### src/rtl/ro_pkg.sv
// ro_pkg: shared readout parameters and event-word layout for the deserializer and host interface
package ro_pkg;
    localparam int N_CH       = 19;
    localparam int TS_W       = 16;
    localparam int CH_W       = 5;
    localparam int EV_W       = TS_W + CH_W + 1;
    localparam int DEPTH      = 8;
    localparam int EV_POL_LSB = 0;
    localparam int EV_CH_LSB  = 1;
    localparam int EV_TS_LSB  = CH_W + 1;
endpackage

### src/rtl/ro_evt_fifo.sv
// ro_evt_fifo: synchronous event FIFO; a push while full lands only when a pop frees the slot in the same cycle
module ro_evt_fifo
    import ro_pkg::*;
#(
    parameter int W     = EV_W,
    parameter int DEPTH = ro_pkg::DEPTH
) (
    input  logic         clk_master,
    input  logic         rstb,
    input  logic         push_i,
    input  logic         pop_i,
    input  logic [W-1:0] din_i,
    output logic [W-1:0] dout_o,
    output logic         full_o,
    output logic         empty_o,
    output logic         accept_o
);
    localparam int AW = $clog2(DEPTH);
    logic [AW:0]  wr_q, wr_d, rd_q, rd_d;
    logic [W-1:0] mem_q [DEPTH];
    logic         pop_ok;
    assign empty_o  = wr_q == rd_q;
    assign full_o   = (wr_q[AW] != rd_q[AW]) && (wr_q[AW-1:0] == rd_q[AW-1:0]);
    assign pop_ok   = pop_i & ~empty_o;
    assign accept_o = push_i & (~full_o | pop_ok);
    assign wr_d     = wr_q + (AW+1)'(accept_o);
    assign rd_d     = rd_q + (AW+1)'(pop_ok);
    assign dout_o   = empty_o ? '0 : mem_q[rd_q[AW-1:0]];
    always_ff @(posedge clk_master or negedge rstb) begin
        if (!rstb) begin
            wr_q <= '0;
            rd_q <= '0;
        end else begin
            wr_q <= wr_d;
            rd_q <= rd_d;
        end
    end
    always_ff @(posedge clk_master) begin
        if (accept_o) mem_q[wr_q[AW-1:0]] <= din_i;
    end
endmodule

### src/rtl/ro_deserializer.sv
// ro_deserializer: tracks the chip gray counter, decodes the owning channel per cycle and buffers captured events
module ro_deserializer
    import ro_pkg::*;
#(
    parameter int N_CH  = ro_pkg::N_CH,
    parameter int TS_W  = ro_pkg::TS_W,
    parameter int DEPTH = ro_pkg::DEPTH
) (
    input  logic               clk_master,
    input  logic               rstb,
    input  logic               en,
    input  logic               bus_eve,
    input  logic               bus_pol_eve,
    output logic               ev_valid,
    input  logic               ev_ready,
    output logic [TS_W+CH_W:0] ev_data,
    output logic               overflow,
    output logic [7:0]         drop_cnt
);
    logic [N_CH-1:0] cnt_q, cnt_d;
    logic [CH_W-1:0] ch_d, slot_ch_q;
    logic [TS_W-1:0] slot_ts_q;
    logic            slot_v_q, overflow_q;
    logic [7:0]      drop_cnt_q;
    logic            push, pop, acc, full, empty, drop;
    assign cnt_d = cnt_q + N_CH'(1);
    // The gray bit that toggles is the lowest set bit of the new count; zero means the MSB wrapped.
    always_comb begin
        ch_d = CH_W'(N_CH - 1);
        for (int i = N_CH - 1; i >= 0; i--)
            if (cnt_d[i]) ch_d = CH_W'(i);
    end
    assign push     = slot_v_q & en & bus_eve;
    assign pop      = ev_valid & ev_ready;
    assign drop     = push & full & ~acc;
    assign ev_valid = ~empty;
    assign overflow = overflow_q;
    assign drop_cnt = drop_cnt_q;
    always_ff @(posedge clk_master or negedge rstb) begin
        if (!rstb) begin
            cnt_q      <= '0;
            slot_ch_q  <= '0;
            slot_ts_q  <= '0;
            slot_v_q   <= 1'b0;
            overflow_q <= 1'b0;
            drop_cnt_q <= '0;
        end else begin
            cnt_q      <= cnt_d;
            slot_ch_q  <= ch_d;
            slot_ts_q  <= cnt_d[TS_W-1:0];
            slot_v_q   <= 1'b1;
            overflow_q <= overflow_q | drop;
            drop_cnt_q <= (drop && drop_cnt_q != 8'hFF) ? drop_cnt_q + 8'd1 : drop_cnt_q;
        end
    end
    ro_evt_fifo #(.W(TS_W + CH_W + 1), .DEPTH(DEPTH)) u_fifo (
        .clk_master(clk_master),
        .rstb      (rstb),
        .push_i    (push),
        .pop_i     (pop),
        .din_i     ({slot_ts_q, slot_ch_q, bus_pol_eve}),
        .dout_o    (ev_data),
        .full_o    (full),
        .empty_o   (empty),
        .accept_o  (acc)
    );
endmodule
### config.mk
export PLATFORM = sky130hd
export DESIGN_NAME = ro_deserializer
export DESIGN_NICKNAME = d
export VERILOG_FILES = /design/src/rtl/ro_pkg.sv /design/src/rtl/ro_evt_fifo.sv /design/src/rtl/ro_deserializer.sv
export SDC_FILE = /design/constraint.sdc
export NUM_CORES = 1
export LEC_CHECK = 0
export ABC_CLOCK_PERIOD_IN_PS = 3900
export BUFFER_PORTS_ARGS = -buffer_cell sky130_fd_sc_hd__buf_4
export CAP_MARGIN = 0
export CORE_AREA = 2 2 144 146
export DETAILED_ROUTE_END_ITERATION = 8
export DIE_AREA = 0 0 146 148
export PLACE_DENSITY = 0.67
export SETUP_SLACK_MARGIN = 0.15
export SLEW_MARGIN = 30
export SYNTH_ARGS = -nofsm -noshare
export SYNTH_HDL_FRONTEND = slang
export SYNTH_SLANG_ARGS = --single-unit
export TNS_END_PERCENT = 50
### constraint.sdc
create_clock -name clk_master -period 3.9 [get_ports clk_master]
set_input_delay 0.585 -clock clk_master [delete_from_list [all_inputs] [get_ports clk_master]]
set_output_delay 0.585 -clock clk_master [all_outputs]
set_load 0.01 [all_outputs]
# After elaboration in Yosys (flattened, before gate mapping)
# Memories as Yosys holds them, arrays and structs flattened.
# Cells that the tools add are included.
[totals]
reg_bits = 58
ramBits = 176
out_inout_bits = 32
wordCells = 52
mem_count = 1
[op_classes]
add_sub_neg = 4
n_eq_ne = 4
n_mux = 21
bitwise = 12
n_reduce_logical = 2
[mem_list]
columns = ["memory", "depth", "word_bits", "rd", "rd_clocked_by_memory_dff", "write_ports", "line_no", "rtl"]
rows = [
  ["u_fifo.mem_q", 8, 22, 1, 0, 1, "ro_evt_fifo.sv:20", "logic [W-1:0] mem_q [DEPTH];"],
]
[op_table]
columns = ["cell", "count"]
rows = [
  ["5-bit 2-to-1 mux", 16],
  ["22-bit 2-to-1 mux", 1],
  ["19-bit by 1-bit adder with 19-bit output, second input constant", 1],
  ["4-bit by 1-bit adder with 4-bit output", 2],
  ["8-bit by 1-bit adder with 8-bit output, second input constant", 1],
  ["8-bit inequality test, second input constant", 1],
  ["1-bit bitwise AND", 7],
  ["4-bit equality test", 1],
  ["2-bit 2-to-1 mux", 2],
  ["3-bit equality test", 1],
  ["1-bit inverter", 3],
  ["1-bit logical AND", 2],
  ["1-bit 2-to-1 mux", 2],
  ["1-bit bitwise OR", 2],
  ["1-bit inequality test", 1],
]

# Logic depth before layout (Yosys ltp)
# Gate-level depths: netlist of run 1.
[depth]
ltp_word = 19
depth_mapped = 9
ltp_nobuf = 7

# Hierarchy
# A second synthesis of run 1 with hierarchy kept.
[unflattened]
hier_cells = 619
area_unflattened_um2 = 9271.4
[modules_own_cells]
columns = ["mod", "instances", "cells_per_inst", "area_per_inst_um2", "seq_area_each_um2"]
rows = [
  ["ro_evt_fifo", 1, 406, 7275.7, 5485.3],
  ["ro_deserializer", 1, 213, 1995.7, 825.8],
]

# Worst setup path before layout of run 1
# No wires, ideal clock.
[synth_timing]
path_type = "flip-flop to flip-flop"
start = "register u_fifo.rd_q[0]"
end = "memory u_fifo.mem_q[6][0] (netlist name) (enable)"
setup_time_ns = 0.457
arrival_time_ns = 3.166
t_required_ns = 3.443
setup_slack_ns = 0.277
path_stages_with_launch = 6
period_less_slack_ns = 3.623
path_cell_list = "dfrtp_1 -> clkbuf_1 -> xnor2_1 -> nand3_1 -> nor3_1 -> nor4_1"
[synth_between]
elab_chain_len = 8
elab_cells_between_ends = 11
classes_between = "eq/ne: 2; mux: 2; bitwise: 6; reduce/logical: 1"
[synth_rtl]
columns = ["element", "line_no", "rtl"]
rows = [
  ["start, declared", "ro_evt_fifo.sv:19", "logic [AW:0] wr_q, wr_d, rd_q, rd_d;"],
  ["start signal, assigned", "ro_evt_fifo.sv:35", "rd_q <= rd_d;"],
  ["4-bit equality test", "ro_evt_fifo.sv:22", "assign empty_o = wr_q == rd_q;"],
  ["1-bit inverter", "ro_evt_fifo.sv:24, ro_deserializer.sv:36", ""],
  ["1-bit bitwise AND", "ro_deserializer.sv:34", "assign pop = ev_valid & ev_ready;"],
  ["1-bit bitwise AND", "ro_evt_fifo.sv:24", "assign pop_ok = pop_i & ~empty_o;"],
  ["1-bit bitwise OR *", "ro_evt_fifo.sv:25", "assign accept_o = push_i & (~full_o | pop_ok);"],
  ["1-bit bitwise AND *", "ro_evt_fifo.sv:25", ""],
  ["1-bit 2-to-1 mux *", "ro_evt_fifo.sv:39", "if (accept_o) mem_q[wr_q[AW-1:0]] <= din_i;"],
  ["1-bit 2-to-1 mux (implied by the code) *", "ro_evt_fifo.sv:39", ""],
  ["end, declared", "ro_evt_fifo.sv:20", ""],
]
# Every way passes the cells marked *; elsewhere a longest branch is shown, timed or not.

==> results of run 1 <==
==> cell usage in the layout, fill, tap and decap left out, types with 2 or more instances in the layout <==
| cell type | synthesis | final |
|---|---|---|
| xnor2_1 | 15 | 15 |
| and4_1 | 3 | 3 |
| mux2i_1 | 22 | 22 |
| o211ai_1 | 3 | 3 |
| a31oi_1 | 2 | 2 |
| o21ai_0 | 7 | 7 |
| dfrtp_2 | 0 | 2 |
| buf_4 | 1 | 49 |
| clkinv_2 | 0 | 2 |
| inv_1 | 11 | 11 |
| clkbuf_8 | 0 | 2 |
| a21oi_1 | 5 | 5 |
| nand4_1 | 8 | 8 |
| nor4_1 | 7 | 6 |
| edfxtp_1 | 176 | 176 |
| nand3_1 | 13 | 13 |
| and3b_1 | 3 | 3 |
| nand2_1 | 17 | 17 |
| nor2_1 | 40 | 39 |
| mux2_2 | 3 | 3 |
| and2_1 | 2 | 2 |
| dfrtp_1 | 41 | 39 |
| nor3_1 | 6 | 5 |
| or3_1 | 3 | 3 |
| mux4_2 | 44 | 44 |
| xor2_1 | 12 | 12 |
| o31a_2 | 2 | 2 |
| ha_1 | 6 | 6 |
| clkbuf_1 | 14 | 8 |
| clkinv_1 | 0 | 4 |
| a21boi_1 | 2 | 2 |
| and4_2 | 2 | 2 |
| clkbuf_16 | 0 | 23 |
| nor3b_2 | 0 | 3 |
==> report_power, final <==
| part | internal, mW | switching, mW | leakage, nW | total, mW |
|---|---|---|---|---|
| Clock | 1.19 | 0.812 | 0.344 | 2.01 |
| Combinational | 0.822 | 0.825 | 1.27 | 1.65 |
| Sequential | 2.59 | 0.0849 | 2.28 | 2.68 |
| Total | 4.61 | 1.72 | 3.89 | 6.33 |
==> registers in the layout, indices dropped and copies added (netlist names) <==
register / count
cnt_q: 3
drop_cnt: 8
overflow: 1
slot_ch_q: 5
slot_ts_q: 15
slot_v_q: 1
u_fifo.mem_q: 176
u_fifo.rd_q: 4
u_fifo.wr_q: 4
==> layer usage <==
metal  vias up  track usage (%)  share of wire (%)
li1       2106                -                  -
met5         -                0                  0
met3        31             2.38                4.3
met4         0             4.17                1.9
met2       128             28.3                 51
met1      2454             21.2                 43
==> per-stage QoR <==
step           hold WS [ns]  util [%]  std cells  setup slack [ns]
6_report             0.0945      51.3        847             0.938
5_1_grt               0.131      51.3        847             0.737
4_1_cts              0.0991      51.3        847             0.945
3_5_place_dp          0.461      47.8        805             0.965
3_3_place_gp          0.457      47.8        805              1.06
2_1_floorplan         0.289         -        511             0.277
==> final cells by class <==
cell class              count  area, um2  area share (%)
clock buffers              33        633            6.16
clock inverters             9       72.6           0.706
inverters                  12       45.0           0.438
multi-input cells         256       2490            24.2
flip-flops and latches    217       6310            61.4
well taps                 270        338            3.29
repair buffers             50        388            3.77
==> worst max path at each step <==
stage	from	end	slack [ns]	cells after the start
after floorplan	u_fifo.rd_q[0]	u_fifo.mem_q[6][0]	0.28	5
after global placement	slot_ts_q[0]	slot_ch_q[4]	1.06	7
after detailed placement	slot_ts_q[0]	slot_ch_q[4]	0.96	7
after CTS	u_fifo.rd_q[1]	ev_data[19]	0.95	5
after global routing	slot_ts_q[0]	slot_ch_q[4]	0.74	7
final	slot_ts_q[0]	slot_ch_q[4]	0.94	7
==> kinds of logic (layout without fill, tap and decap cells) <==
group	count (synthesis)	after routing	synth area share, %
flops	217	217	70.7
simple gates	121	121	7.40
mux	70	70	14.1
buf+inv	38	104	1.75
compound gates	31	31	2.54
xor+xnor	27	27	2.65
fa+ha+maj	6	6	0.841
other cells	1	1	0.0420
==> metrics.md, run 1 <==
| Metric | Value |
|---|---|
| FF-to-FF Start | `slot_ts_q[0]` |
| Final Routed Wirelength | `between 15 and 20 mm` |
| Post-synth EDFFs | `176` |
| Final slew viol count | `0` |
| Syn Nets | `about 520` |
| Drt wl/cell | `20.1 um` |
| Synth Register Bits | `217` |
| CTS max path bufs | `3` |
| DR iter-0 viols | `346` |
| Worst-path cell chain | `ha_1 > nand4_1 > nor4_1 > mux2_2 > or4_1 > nand2_1 > and3b_1` |
| Most used DFF post-synth | `edfxtp_1` |
| Clock Sink Count | `217` |
| Chip width | `146 um` |
| Largest net degree at the start of global routing | `47` |
| Post_cts resized | `0` |
| Vias in the first global route | `4,809` |
| Routed vias | `4,719` |
| Row cnt | `52` |
| Max Fclk | `0.338 GHz` |
| CP top delay family | `simple AND/OR/NAND/NOR gates` |
| RR Endpoint | `slot_ch_q[4]` |
| Post-synth top area share | `about three fifths` |
| Port Buffers | `37` |
| DR vias/cell | `~5.6` |
| Final ANT Viol Nets | `0` |
| Core footprint | `20,000 um2` |
| Worst skew pair latency | `around 0.5 ns` |
| Final Cycle Share | `about 76%` |
| Worst reg2reg setup slack | `0.94 ns` |
| CTS tree | `done` |
| Hold-fix buffers, CTS | `0` |
| Slew HR | `53.0%` |
| P&R area growth vs syn | `15.2%` |
| Max incr delay on CP | `about 0.63 ns` |
| Die height | `148 um` |
| Most area-hungry cell type in the Yosys netlist | `edfxtp_1` |
| Register area share after synthesis | `70.7%` |
| Cells after Synth | `511` |
| CP Data Arrival Time | `roughly 3.4 ns` |
| Status | `complete, no violations` |
| Startpoint types | `register` |
| WP data required | `~4.3 ns` |
| Finish-stage setup viols | `0` |
| Pwr Density | `a little over 600 nW/um2` |
| CP Class | `reg2reg` |
| Crit. End Element | `register` |
| FF-to-FF path depth | `7` |
| First-pass GRT wire length | `between 20 and 30 mm` |
| Share of layout cells above drive strength 1 | `26.2%` |
| Setup TNS | `0 ns` |
| Distinct cell type count after synthesis | `57` |
| Die Footprint | `21,600 um2` |
| Main area contributors after synthesis | `edfxtp_1, dfrtp_1, mux4_2` |
| Detailed placement HPWL | `9.90 mm` |
| Worst-path fanout max | `16` |
| Layout fillers | `1,640` |
| Worst-Margin Slew | `~0.7 ns` |
| Starting Density | `between 40 and 50%` |
| Antenna Cells | `0` |
| Drt drc | `0` |
| Netlist Area Pre-Place | `8930 um2` |
| Post-CTS Setup Inserts | `0` |
| H-tree Lvls | `1` |
| I/O pin cnt | `38` |
| Nets | `approximately 570` |
| Clk_skew | `about 0.017 ns` |
| Fraction of registers with async set/reset | `18.9%` |
| Total global routing overflow | `0` |
| Hold Crit Class | `in2async` |
| Yosys warnings | `0` |
| Slowest CP cell | `nor4_1` |
| Post-route design area | `10,300 um2` |
| VDD IR max | `382 uV` |
| Placed cell areas | `9580 um2` |
| Top-count cell post-synth | `edfxtp_1` |
| Avg Inst Size Synth | `17.5 um2` |
| Final Hold Viols | `0` |
| RSZ-0062 raised after global routing | `false` |
| Final min period | `2.96 ns` |
| Inserted Clock Buffers | `23` |
| Worst Path Buf+Inv | `0` |
| Commonest cells post-synth | `edfxtp_1, mux4_2, dfrtp_1` |
| Drt pass-1 iters | `5` |
| Routability congestion estimate from global placement | `0.883` |
| Initial antenna violation count | `0` |
| Total Routing Usage GR | `16.1%` |
| Total power | `6.33 mW` |
| Max cap viols | `0` |
| Clk Tree Root Cell | `clkbuf_16` |
| Worst-path clk slew | `0.06 ns` |
| LEAKAGE | `about 3.9 nW` |
No activity file was read; power rests on OpenSTA's default activity.
==> run 2, diff against run 1 <==
--- a/config.mk
+++ b/config.mk
@@ -5,13 +5,13 @@
 export SDC_FILE = /design/constraint.sdc
 export NUM_CORES = 1
 export LEC_CHECK = 0
-export ABC_CLOCK_PERIOD_IN_PS = 3900
+export ABC_CLOCK_PERIOD_IN_PS = 2500
 export BUFFER_PORTS_ARGS = -buffer_cell sky130_fd_sc_hd__buf_4
 export CAP_MARGIN = 0
 export CORE_AREA = 2 2 144 146
 export DETAILED_ROUTE_END_ITERATION = 8
 export DIE_AREA = 0 0 146 148
-export PLACE_DENSITY = 0.67
+export PLACE_DENSITY = 0.69
 export SETUP_SLACK_MARGIN = 0.15
 export SLEW_MARGIN = 30
 export SYNTH_ARGS = -nofsm -noshare
==> constraint.sdc (replaced) <==
create_clock -name clk_master -period 2.5 [get_ports clk_master]
set_input_delay 0.375 -clock clk_master [delete_from_list [all_inputs] [get_ports clk_master]]
set_output_delay 0.375 -clock clk_master [all_outputs]
set_load 0.01 [all_outputs]
==> run 2 against run 1 <==
Compared with the run above: the flow now finishes with violations (setup timing); sequential power grew 56%; first-iteration DRC count grew 3.5%; via count grew 4.3%; cell area grew 6.8%; worst hold slack gained 0.012 ns; final cell count grew 5.8%; register-to-register slack lost 0.80 ns; critical path depth is the same; global-route usage grew 1.4 points; critical path type is now reg2out; largest cell class unchanged.
==> metrics.md, run 2 (same netlist as run 1, synthesis figures left out) <==
| Metric | Value |
|---|---|
| Status | `finished with violations` |
| Failing checks | `setup timing` |
| Routability congestion estimate from global placement | `0.929 (+5.2%)` |
| CP Data Arrival Time | `2.20 ns (-1.20 ns)` |
| Place WS | `0.215 ns (-0.750 ns)` |
| Die height | `148 um (unchanged)` |
| Drt pass-1 iters | `5 (unchanged)` |
| Antenna Cells | `0 (unchanged)` |
| Total Routing Usage GR | `17.5% (+1.4 points)` |
| Crit. End Element | `output pin` |
| Clk_skew | `0.0124 ns (-0.00449 ns)` |
| CP dominant cell by count | `buf_4` |
| CP Class | `reg2out` |
| Layout fillers | `1,610 (-1.8%)` |
| Core footprint | `20,000 um2 (unchanged)` |
| P_sw | `2.92 mW (+70%)` |
| Largest net degree at the start of global routing | `47 (unchanged)` |
| Routed vias | `4,924 (+4.3%)` |
| Worst skew pair latency | `0.50 ns (about the same)` |
| Final Hold Viols | `0 (unchanged)` |
| Row cnt | `52 (unchanged)` |
| Port Buffers | `37 (unchanged)` |
| Total global routing overflow | `0 (unchanged)` |
| Setup TNS | `-1.05 ns (-1.05 ns)` |
| Worst-Margin Slew | `0.549 ns (-0.149 ns)` |
| Max cap viols | `0 (unchanged)` |
| Worst-path clk slew | `0.06 ns (about the same)` |
| P_int | `7.85 mW (+70%)` |
| Slowest CP cell | `mux4_2` |
| DR vias/cell | `5.50 (-1.4%)` |
| LEAKAGE | `4.25 nW (+9.3%)` |
| Slew HR | `63.4% (+10 points)` |
| Finish-stage setup viols | `21 (+21)` |
| CTS max path bufs | `3 (unchanged)` |
| Clk Tree Root Cell | `clkbuf_16` |
| Max incr delay on CP | `0.50 ns (-0.13 ns)` |
| Detailed placement HPWL | `11.2 mm (+13%)` |
| H-tree Lvls | `1 (unchanged)` |
| Share of layout cells above drive strength 1 | `33.4% (+7.2 points)` |
| Startpoint types | `register` |
| Sequential share of power | `38.7% (-3.6 points)` |
| Max Fclk | `around 0.4 GHz` |
| Initial antenna violation count | `0 (unchanged)` |
| Drt wl/cell | `20.8 um (+3.4%)` |
| Drt drc | `0 (unchanged)` |
| Comb power frac | `30.7% (+4.7 points)` |
| DR iter-0 viols | `358 (+3.5%)` |
| Final ANT Viol Nets | `0 (unchanged)` |
| Final slew viol count | `0 (unchanged)` |
| WP data required | `2.12 ns (-2.22 ns)` |
| Die Footprint | `21,600 um2 (unchanged)` |
| Most frequent cells in the layout | `edfxtp_1, buf_4, mux4_2` |
| VDD IR max | `554 uV (+45%)` |
| Post-route setup slack | `-0.0726 ns (-1.01 ns)` |
| Inserted Clock Buffers | `22 (-4.3%)` |
| First-pass GRT wire length | `29.0 mm (+8.6%)` |
| Clk pwr share | `30.6% (-1.1 points)` |
| Chip width | `146 um (unchanged)` |
| Starting Density | `44.6% (unchanged)` |
| Final Routed Wirelength | `18.6 mm (+9.4%)` |
| Vias in the first global route | `5,045 (+4.9%)` |
| Final min period | `between 2 and 3 ns` |
| RSZ-0062 raised after global routing | `true` |
| Clock Sink Count | `217 (unchanged)` |
| Worst-path cell chain | `buf_12 > buf_4 > buf_6 > mux4_2 > mux2i_2 > nor2_1 > buf_4` |
| P&R area growth vs syn | `23.0%` |
| I/O pin cnt | `38 (unchanged)` |
| Net Sw Frac | `27.1% (-0.075 points)` |
| Pwr Density | `980 nW/um2 (+59%)` |
| Nets | `623 (+8.9%)` |
| Largest register FFs | `176 (unchanged)` |
| Hold Crit Class | `in2reg` |
| Worst-path fanout max | `4 (-12)` |
| Final Cycle Share | `103%` |
| CTS tree | `done` |
| Most common cell after layout, fill and taps aside | `edfxtp_1` |
[run 2: cell types whose count changed in the layout (fill, tap and decap cells not counted), sizes merged]
cell         previous run  this run
bufinv                  1         3
inv                    13        12
dlygate4sd3             0         1
buf                    50       101
clkbuf                 33        32
clkinv                  7         4
[run 2: routing by layer]
layer	GRT usage, %	part of all wire (%)	up-vias
met2	30.1	51	138
li1	-	-	2208
met1	24.2	42	2549
met5	0	0	-
met3	2.22	5.2	29
met4	4.03	1.6	0
[run 2: timing repair]
action,in CTS,in global routing
pin swaps,0,7
cloned,3,0
setup buffers,7,4
setup endpoints to repair,23,182
resized for setup,5,24
endpoints found under the hold margin,41,0
hold buffers,1,0
[run 2: power by group through the flow]
stage               Clock, mW  Sequential (mW)  Combinational, mW
floorplan                   0             4.18               1.80
finish                   3.29             4.17               3.31
global placement            0             4.23               2.78
global route             3.50             4.18               3.56
detailed placement          0             4.24               2.82
CTS                      3.37             4.16               3.27
[run 2: worst paths after layout]
kind	from	endpoint	slack (ns)	cells after the start
min reg2reg	overflow	overflow	0.48	1
min in group asynchronous	rstb	drop_cnt[6]	0.40	2
min	bus_pol_eve	u_fifo.mem_q[6][0]	0.11	1
max	u_fifo.rd_q[0]	ev_data[1]	-0.07	7
max in group asynchronous	rstb	u_fifo.rd_q[0]	1.71	2
max reg2reg	slot_ts_q[0]	slot_ch_q[0]	0.14	7
[run 2: cell type report]
cell class / count / area, um2 / area share, %
Clock buffer: 32 / 619 / 5.64
Clock inverter: 7 / 106 / 0.969
Inverter: 12 / 45.0 / 0.410
Multi-Input combinational cell: 256 / 2580 / 23.5
Sequential cell: 217 / 6310 / 57.5
Tap cell: 270 / 338 / 3.08
Timing Repair Buffer: 102 / 978 / 8.91
[run 2: worst max-delay path, delay by kind of cell (launching register included)]
kind | cells | cell delay [ns]
flops | 1 | 0.47
buf+inv | 4 | 0.46
simple gates | 1 | 0.07
mux | 2 | 0.68
[run 2: metrics by stage]
stage	cell area (um2)	hold WS [ns]	utilization (%)	power [mW]	cells
after detailed placement	9910	0.413	49.5	7.06	842
final	11000	0.106	54.8	10.8	896
after floorplan	8980	0.0794	-	5.98	511
after global placement	9910	0.398	49.5	7.01	842
after CTS	10900	0.0886	54.2	10.8	892
after global routing	11000	0.106	54.8	11.2	896
